$ cat config.mk
export PLATFORM = sky130hd
export DESIGN_NAME = ibex_lsu_resp
export DESIGN_NICKNAME = d
export VERILOG_FILES = /design/src/rtl/ibex_lsu_resp.sv
export SDC_FILE = /design/constraint.sdc
export NUM_CORES = 1
export LEC_CHECK = 0
export ABC_AREA = 1
export CORE_AREA = 2 2 128 130
export CTS_CLUSTER_SIZE = 10
export DETAILED_ROUTE_END_ITERATION = 12
export DIE_AREA = 0 0 130 132
export GPL_TIMING_DRIVEN = 1
export HOLD_SLACK_MARGIN = 0.12
export MAX_ROUTING_LAYER = met4
export PLACE_DENSITY_LB_ADDON = 0.15
export SLEW_MARGIN = 25
export SYNTH_ARGS = -nofsm -noshare
export SYNTH_HDL_FRONTEND = slang
export SYNTH_SLANG_ARGS = --single-unit
$ cat constraint.sdc
create_clock -name clk_i -period 2.7 [get_ports clk_i]
set_clock_uncertainty 0.15 [all_clocks]
set_input_delay 0.675 -clock clk_i [delete_from_list [all_inputs] [get_ports clk_i]]
set_output_delay 0.675 -clock clk_i [all_outputs]
set_load 0.005 [all_outputs]
$ cat src/rtl/ibex_lsu_resp.sv
// Load/store response assembler: collects one or two data-bus beats per
// transfer, aligns/sign-extends integer load data, builds memory-format
// capabilities and presents a single completed response to writeback.
module ibex_lsu_resp #(
  parameter bit                       ResetAll      = 1'b0,
  parameter int unsigned              CheriCapWidth = 91,
  parameter logic [CheriCapWidth-1:0] CheriNullCap  = '0
) (
  input  logic                     clk_i,
  input  logic                     rst_ni,
  input  logic                     start_i,
  input  logic                     start_is_store_i,
  input  logic                     start_is_cap_i,
  input  logic                     start_split_i,
  input  logic [1:0]               start_type_i,
  input  logic                     start_sign_ext_i,
  input  logic [1:0]               start_offset_i,
  input  logic                     start_tag_clr_i,
  output logic                     busy_o,
  input  logic                     data_rvalid_i,
  input  logic [31:0]              data_rdata_i,
  input  logic                     data_rtag_i,
  input  logic                     data_err_i,
  output logic [64:0]              mem_cap_o,
  input  logic [CheriCapWidth-1:0] mem_cap_expanded_i,
  output logic [31:0]              rf_wdata_int_lsu_o,
  output logic [CheriCapWidth-1:0] rf_wdata_cap_lsu_o,
  output logic                     rf_we_lsu_o,
  output logic                     rf_wcap_lsu_o,
  output logic                     lsu_resp_valid_o,
  output logic                     lsu_resp_err_o
);

  typedef enum logic [1:0] {
    IDLE,
    WAIT_FIRST,
    WAIT_LAST
  } state_e;

  typedef struct packed {
    logic       is_store;
    logic       is_cap;
    logic       split;
    logic [1:0] typ;
    logic       sign_ext;
    logic [1:0] offset;
    logic       tag_clr;
  } desc_t;

  state_e      state_q, start_state;
  logic        err_q;
  desc_t       desc_d, desc_q;
  logic [31:0] rdata0_d, rdata0_q;
  logic        rtag0_d, rtag0_q;

  logic        final_beat;
  logic        beat0;
  logic [63:0] raw64;
  logic [5:0]  shamt;
  logic [31:0] sh;
  logic [31:0] ext;

  assign final_beat  = (state_q == WAIT_LAST) & data_rvalid_i;
  assign beat0       = (state_q == WAIT_FIRST) & data_rvalid_i;
  assign start_state = (start_is_cap_i | start_split_i) ? WAIT_FIRST : WAIT_LAST;

  // Next values for the descriptor (loaded on start_i) and beat-0 flops
  always_comb begin
    desc_d   = desc_q;
    rdata0_d = rdata0_q;
    rtag0_d  = rtag0_q;
    if (start_i) begin
      desc_d = '{is_store: start_is_store_i, is_cap: start_is_cap_i,
                 split: start_split_i, typ: start_type_i,
                 sign_ext: start_sign_ext_i, offset: start_offset_i,
                 tag_clr: start_tag_clr_i};
    end
    if (beat0) begin
      rdata0_d = data_rdata_i;
      rtag0_d  = data_rtag_i;
    end
  end

  // Datapath flops carry a reset only when ResetAll is set
  if (ResetAll) begin : g_dp_rst
    // Descriptor and beat-0 storage with asynchronous reset
    always_ff @(posedge clk_i or negedge rst_ni) begin
      if (!rst_ni) begin
        desc_q   <= '0;
        rdata0_q <= '0;
        rtag0_q  <= 1'b0;
      end else begin
        desc_q   <= desc_d;
        rdata0_q <= rdata0_d;
        rtag0_q  <= rtag0_d;
      end
    end
  end else begin : g_dp_nrst
    // Descriptor and beat-0 storage without reset
    always_ff @(posedge clk_i) begin
      desc_q   <= desc_d;
      rdata0_q <= rdata0_d;
      rtag0_q  <= rtag0_d;
    end
  end

  // Beat-counting FSM and sticky beat-0 error
  always_ff @(posedge clk_i or negedge rst_ni) begin
    if (!rst_ni) begin
      state_q <= IDLE;
      err_q   <= 1'b0;
    end else begin
      if (start_i) begin
        err_q <= 1'b0;
      end else if (beat0 & data_err_i) begin
        err_q <= 1'b1;
      end
      case (state_q)
        IDLE:       if (start_i) state_q <= start_state;
        WAIT_FIRST: if (data_rvalid_i) state_q <= WAIT_LAST;
        WAIT_LAST:  if (data_rvalid_i) state_q <= start_i ? start_state : IDLE;
        default:    state_q <= IDLE;
      endcase
    end
  end

  // Response outputs, combinational from the final bus beat
  always_comb begin
    busy_o           = (state_q != IDLE) & ~final_beat;
    lsu_resp_valid_o = final_beat;
    lsu_resp_err_o   = final_beat & (err_q | data_err_i);
    rf_we_lsu_o      = final_beat & ~desc_q.is_store & ~lsu_resp_err_o;
    rf_wcap_lsu_o    = rf_we_lsu_o & desc_q.is_cap;

    raw64 = desc_q.split ? {data_rdata_i, rdata0_q} : {32'h0, data_rdata_i};
    shamt = {1'b0, desc_q.offset, 3'b000};
    sh    = raw64[shamt +: 32];
    case (desc_q.typ)
      2'b00:   ext = sh;
      2'b01:   ext = {{16{desc_q.sign_ext & sh[15]}}, sh[15:0]};
      default: ext = {{24{desc_q.sign_ext & sh[7]}}, sh[7:0]};
    endcase
    rf_wdata_int_lsu_o = (rf_we_lsu_o & ~desc_q.is_cap) ? ext : '0;

    mem_cap_o = final_beat
              ? {rtag0_q & data_rtag_i & ~desc_q.tag_clr, data_rdata_i, rdata0_q}
              : '0;
    rf_wdata_cap_lsu_o = rf_wcap_lsu_o ? mem_cap_expanded_i : CheriNullCap;
  end

  a_no_rvalid_idle: assert property (@(posedge clk_i) disable iff (!rst_ni)
    (state_q == IDLE) |-> !data_rvalid_i);
  a_no_start_busy: assert property (@(posedge clk_i) disable iff (!rst_ni)
    start_i |-> !busy_o);
  a_cap_aligned: assert property (@(posedge clk_i) disable iff (!rst_ni)
    (start_i && start_is_cap_i) |-> (start_offset_i == 2'b00));
  a_split_legal: assert property (@(posedge clk_i) disable iff (!rst_ni)
    (start_i && start_split_i && !start_is_cap_i) |->
      ((start_type_i == 2'b00 && start_offset_i != 2'b00) ||
       (start_type_i == 2'b01 && start_offset_i == 2'b11)));

endmodule

# Yosys cells after proc, flatten, opt, wreduce, memory -nomap -nowiden
# Index checks and enable logic that the tools add are counted.
[totals]
in_bits = 138
wordCells = 56
regBits = 45
output_inout_bits = 193
[op_classes]
muxes = 13
reduce_logical = 5
shift = 1
eq_ne = 6
bitwise = 20
[op_table]
columns = ["op", "count"]
rows = [
  ["$mux 91", 1],
  ["$mux 65", 1],
  ["$mux 64", 1],
  ["$pmux 32 s2", 1],
  ["$shiftx 64x6->32", 1],
  ["$mux 32", 1],
  ["$and 1x1->1", 13],
  ["$mux 2", 5],
  ["$ne 2x2->1 const B", 3],
  ["$pmux 2 s3", 1],
  ["$not 1->1", 5],
  ["$eq 2x1->1 const B", 2],
  ["$logic_not 2->1", 2],
  ["$reduce_bool 2->1", 2],
  ["$reduce_and 3->1", 1],
  ["$eq 2x2->1 const B", 1],
  ["$mux 1", 2],
  ["$or 1x1->1", 2],
]

# Longest topological paths before layout
# Gate-level depths: netlist (run 1).
[logic_depth]
word_depth = 7
depth_mapped = 10
depth_no_buf = 9

# Least setup slack after synthesis (run 1)
# No wires, ideal clock.
[synth_path]
path_type = "input -> register"
startpoint = "input data_rvalid_i"
endpoint = "register rdata0_q[0], enable pin"
required_time_ns = 2.125
setup_ns = 0.425
arrival_time_ns = 2.146
path_stages = 2
setup_slack_ns = -0.021
n_path_buf = 0
path_cell_list = "inv_1 -> nor2_1"
[synth_between]
elab_chain_cells = 1
[synth_rtl]
columns = ["item", "line_no", "rtl"]
rows = [
  ["start, declared", "20", "input logic data_rvalid_i,"],
  ["$and 1x1->1", "64", "assign beat0 = (state_q == WAIT_FIRST) & data_rvalid_i;"],
  ["end signal, assigned", "102", "rdata0_q <= rdata0_d;"],
  ["end, declared", "53", "logic [31:0] rdata0_d, rdata0_q;"],
]
# Every way passes these cells.
# A chain may end at the register's enable or synchronous reset.

# Final worst setup path (run 1)
[layout_path]
startpoint = "input data_err_i"
endpoint = "output rf_wdata_int_lsu_o[29]"
[layout_between]
elab_chain_cells = 6
[layout_rtl]
columns = ["item", "line_no", "rtl"]
rows = [
  ["start, declared", "23", "input logic data_err_i,"],
  ["$or 1x1->1", "131", "lsu_resp_err_o = final_beat & (err_q | data_err_i);"],
  ["$and 1x1->1", "131", ""],
  ["$not 1->1", "132", "rf_we_lsu_o = final_beat & ~desc_q.is_store & ~lsu_resp_err_o;"],
  ["$and 1x1->1", "132", ""],
  ["$and 1x1->1", "143", "rf_wdata_int_lsu_o = (rf_we_lsu_o & ~desc_q.is_cap) ? ext : '0;"],
  ["$mux 32", "143", ""],
  ["end, declared", "26", "output logic [31:0] rf_wdata_int_lsu_o,"],
]
# Every way passes these cells.

==> flow_summary.yaml, run 1 <==
clock_network:
  cts.sinks: 45
  cts_max_level: 2
  cts_buffers: 5
  clkLatencyLatePin_ns: 0.29
  cts_tree: "built"
  clkSlewWorstSetupHoldPaths_ns: 0.07
  cts_root_buffer: "clkbuf_16"
  clockBufferDepth: 2
  hold_buffers: 0
sta:
  final_hold_viol_count: 0
  fin_crit_ns: 2.89
  period_share: 1.07
  setup_tns_ns: -5.94
  slew_headroom: 0.639
  tightest_slew_ns: 0.540
  layout_setup_ws_ns: -0.189
  finalSetupViolCount: 83
  timing.fmax_mhz: 346
  rsz0062_at_grt: "yes"
  maxSlewViolCount: 0
drt:
  viasPerCell: 4.85
  first_pass_iters: 5
  drt-wirelength-per-cell_um: 20.3
  drc_errors: 0
  postRouteAntennaNets: 0
  routed_wl_mm: 28.5
  vias: 6791
  drtIter0Drc: 485
final_layout:
  stdcell_count: 1400
  fillCellCount: 1325
  area_growth_pct: 146
  fin_area_um2: 10400
  multi_input_area_um2: 3340
  regArea_um2: 1340
  nets: 1313
  layout-drive-gt1-share: 0.448
grt:
  grt_overflow: 0
  track_usage: 0.305
  antenna_found_initial: 5
  grt_max_degree: 34
  grt_pass1_wl_mm: 38.5
  grt_pass1_vias: 6214
die:
  die_h_um: 132
  start_util: 0.270
  design.core.area_um2: 15700
  num_io_pins: 331
  rows: 46
  die-width_um: 130
  dieArea_um2: 17200
hold_path:
  worstHoldPathType: "input pin to async pin"
synth:
  yosysSeqAreaShare: 0.315
  ys_ff_latch: 45
  yosys_warnings: 0
  avgSynthCellArea_um2: 5.81
  ys_types: 25
  syn_nets: 869
  syn_area_um2: 4250
  synthCells: 731
place:
  place.gp.congestion: 0.948
  numPortBuffers: 330
  placedInstanceArea_um2: 8370
  dp_cells: 1320
  hpwlAfterDp_mm: 19.5
pwr:
  power_density_nw_per_um2: 352
  p_leak_nw: 5.52
  ir_worst_vdd_v: 0.000287
run_status:
  outcome: "complete, but fails checks"
  violations: "setup timing"
flow_run:
  cap_violations: 0
setup_path:
  path_class: "input pin to primary output"
  cp-start-kind: "input pin"
  worstPathMaxFanout: 7
  cp.arrival_ns: 2.06
  cp-end-kind: "primary output"
  required_ns: 1.88
==> cell families after synthesis <==
family,after synthesis,share of synthesized area
and+or+nand+nor,374,0.364
buffers and inverters,212,0.198
AOI/OAI and AO/OA,100,0.123
DFF,45,0.315
==> where the power goes <==
part	internal, mW	total (mW)	switching, mW
Combinational	0.980	2.06	1.08
Sequential	0.886	0.941	0.0551
Clock	0.393	0.665	0.273
==> critical path, cell delays in order <==
cell     delay, ns
buf_6         0.09
or2_4         0.27
nor4_4        0.21
buf_4         0.19
nand2_4       0.06
buf_12        0.13
buf_12        0.14
buf_12        0.12
nor2_4        0.06
buf_2         0.11
==> layout make-up <==
class	count	share of cell area
antenna	8	0.00192
clock inverter	1	0.000480
timing repair buffer	482	0.447
sequential	45	0.128
multi-input combinational	475	0.321
tap	216	0.0259
clock buffer	7	0.0146
inverter	166	0.0612
==> repair_timing <==
item                       in CTS  in global routing
pin swaps                      41                 51
setup endpoints to repair     193                141
setup buffers                  38                 24
gates cloned                   13                  3
resized for setup             712                411
==> metal layers <==
layer	up-vias	track usage	wire length, um
met5	-	-	0
met2	388	0.498	13700
met4	0	0.0902	1150
met3	76	0.0515	2240
li1	3143	-	-
met1	3184	0.386	11400
==> state kept, by name (all words and copies together) (netlist names) <==
register and flops:
rdata0_q 32, err_q 1, rtag0_q 1, desc_q 9, state_q 2
==> cells in the mapped netlist <==
cell type  instances  area [um2]
nand3_1           70         350
dfrtp_1            3        75.1
clkbuf_1          17        63.8
inv_2              3        11.3
nor4_4             1        21.3
o21ai_0           48         240
inv_1            163         612
o21bai_1           1        7.51
nor3b_1            1        7.51
nor3_2             1        10.0
buf_4              1        7.51
nand2_2            3        18.8
o22ai_1            1        6.26
nand3_4            1        17.5
a21oi_1           41         205
or2_2              1        6.26
o211ai_1           8        60.1
buf_6              2        22.5
nor2_1           212         796
edfxtp_1          42        1260
buf_2             20         100
buf_1              6        22.5
o21ai_1            1        5.00
nand2_1           82         308
nor3_1             2        10.0
==> placed cells by master (no fill, tap or decap), types with 9 or more instances in the layout <==
cell type,instances
inv_1,159
clkdlybuf4s50_1,106
nor2_1,91
nor2_4,91
buf_2,88
buf_4,79
buf_6,60
nand2_1,58
dlygate4sd2_1,55
edfxtp_1,42
nand3_1,36
nor2_2,30
nand3_2,27
o21ai_1,24
dlymetal6s2s_1,24
a21oi_1,21
buf_12,19
a21oi_2,18
clkbuf_2,18
nand2_2,17
o21ai_2,13
o21ai_0,11
buf_8,11
nand2_4,10
buf_16,9
==> final timing paths <==
kind / slack, ns / cells after the start / start / end
setup / recovery: -0.19 / 10 / data_err_i / rf_wdata_int_lsu_o[29]
hold / removal: 0.42 / 1 / rst_ni / state_q[0]
setup reg to reg: 0.98 / 5 / state_q[1] / rdata0_q[21]
hold reg to reg: 0.43 / 2 / err_q / err_q
max in group asynchronous: 1.83 / 1 / rst_ni / err_q
min in group clk_i: 0.43 / 2 / err_q / err_q
==> through the flow <==
step                 util  setup WS (ns)  power [mW]  hold WS [ns]
detailed placement  0.533         -0.858        2.51         0.417
global placement    0.533         -0.877        2.50         0.416
global route        0.663         -0.232        3.84         0.422
floorplan               -          0.181        1.56         0.229
CTS                 0.588         -0.218        3.39         0.419
finish              0.663         -0.189        3.67         0.420
(Power assumes the default switching activity.)
==> run 2, diff against run 1 <==
Settings changed: CTS_BUF_LIST set to sky130_fd_sc_hd__clkbuf_8, SKIP_CTS_REPAIR_TIMING set to 1.
==> flow_summary.yaml, run 2 (synthesized netlist as in run 1, its figures left out) <==
run_status:
  outcome: "complete, but fails checks"
  violations: "setup timing"
drt:
  drtIter0Drc: 437
  postRouteAntennaNets: 0
  drt-wirelength-per-cell_um: 19.7
  first_pass_iters: 8
  viasPerCell: 4.77
  routed_wl_mm: 27.7
  drc_errors: 0
  vias: 6691
clock_network:
  cts_tree: "built"
  clkLatencyLatePin_ns: 0.32
  clkSlewWorstSetupHoldPaths_ns: 0.10
  cts_buffers: 5
  cts.sinks: 45
  cts_max_level: 2
  clockBufferDepth: 2
  cts_root_buffer: "clkbuf_8"
die:
  rows: 46
  design.core.area_um2: 15700
  die_h_um: 132
  start_util: 0.270
  dieArea_um2: 17200
  num_io_pins: 331
  die-width_um: 130
sta:
  maxSlewViolCount: 0
  rsz0062_at_grt: "yes"
  tightest_slew_ns: 0.490
  timing.fmax_mhz: 324
  layout_setup_ws_ns: -0.382
  final_hold_viol_count: 0
  finalSetupViolCount: 75
  fin_hold_ws_ns: 0.387
  setup_tns_ns: -13.78
  fin_crit_ns: 3.08
  period_share: 1.14
  slew_headroom: 0.672
pwr:
  power_density_nw_per_um2: 338
  design_power_total_mw: 3.36
  ir_worst_vdd_v: 0.000238
  p_leak_nw: 6.32
setup_path:
  cp-start-kind: "input pin"
  required_ns: 1.88
  worstPathMaxFanout: 8
  path_class: "input pin to primary output"
  reg2reg_depth: 5
  cp-end-kind: "primary output"
  cp.arrival_ns: 2.26
final_layout:
  largest_register_ffs: 32
  layout_common_cells: "162 x inv_1, 123 x clkdlybuf4s50_1, 109 x nor2_1"
  nets: 1321
  layout-drive-gt1-share: 0.379
  area_growth_pct: 134
  reg_top3: "rdata0_q (32), desc_q (9), state_q (2)"
  largest_register: "rdata0_q"
  layout_commonest_cell: "inv_1"
  stdcell_count: 1404
grt:
  grt_overflow: 0
  grt_max_degree: 68
  grt_pass1_wl_mm: 34.3
  grt_pass1_vias: 5596
  antenna_found_initial: 3
  track_usage: 0.271
place:
  hpwlAfterDp_mm: 19.5
  place.gp.congestion: 0.948
  numPortBuffers: 330
  dp_cells: 1320
hold_path:
  worstHoldPathType: "input pin to async pin"
flow_run:
  cap_violations: 0
## run 2: cell types whose count changed in the layout (fill, tap and decap cells not counted), moves of 9 or more
cell             previous run  this run
dlymetal6s2s_1             24        92
dlygate4sd2_1              55         0
nor2_4                     91        44
nor2_2                     30        59
nor2_1                     91       109
clkdlybuf4s50_1           106       123
nand2_1                    58        71
nand3_1                    36        49
a21oi_1                    21        31
o21ai_0                    11        21
a21oi_2                    18         9
nand2_2                    17         8
## run 2: area by class of cell
cell class / count / area (um2)
clock buffers: 7 / 96.3
well taps: 216 / 270
inverters: 166 / 636
diodes: 4 / 10.0
clock inverters: 1 / 5.00
repair buffers: 490 / 4760
multi-input cells: 475 / 2820
flip-flops and latches: 45 / 1340
fillers: 1420 / 5780
## run 2: final timing paths
check                                          to            start  slack (ns)
max in group asynchronous                   err_q           rst_ni        1.86
setup reg to reg                     rdata0_q[22]       state_q[1]        0.96
hold reg to reg                             err_q            err_q        0.43
min in group clk_i                          err_q            err_q        0.43
setup / recovery           rf_wdata_int_lsu_o[10]  data_rdata_i[7]       -0.38
hold / removal                         state_q[1]           rst_ni        0.39
## run 2: worst max-delay path: stages
cell and delay [ns]:
dlymetal6s2s_1 0.30, nand2_4 0.07, nand3_2 0.11, nand3_2 0.09, nand2_1 0.08, nand2_1 0.05, nand2_1 0.07, nand2_2 0.09
buf_12 0.18, buf_6 0.11, buf_6 0.10, buf_6 0.12, nor2_4 0.07, buf_2 0.12
## run 2: per-layer routing
| layer | vias up | global-route usage | share of wire |
|---|---|---|---|
| li1 | 3146 | - | - |
| met1 | 3090 | 0.357 | 0.40 |
| met2 | 387 | 0.433 | 0.48 |
| met3 | 68 | 0.0434 | 0.086 |
| met4 | 0 | 0.0711 | 0.033 |
| met5 | - | - | 0 |
## run 2: metrics by stage
stage / util / cell area (um2) / setup WS [ns]
3_3_place_gp: 0.533 / 8370 / -0.877
3_5_place_dp: 0.533 / 8370 / -0.858
2_1_floorplan: - / 4250 / 0.181
5_1_grt: 0.632 / 9930 / -0.436
4_1_cts: 0.539 / 8470 / -0.844
6_report: 0.632 / 9930 / -0.382
## run 2: report_power, final
group          internal, mW  leakage, nW  total, mW  switching (mW)
registers             0.885        0.429      0.940          0.0549
logic                 0.939         5.83       1.92           0.986
clock network         0.232       0.0543      0.494           0.261
total                  2.06         6.32       3.36            1.30
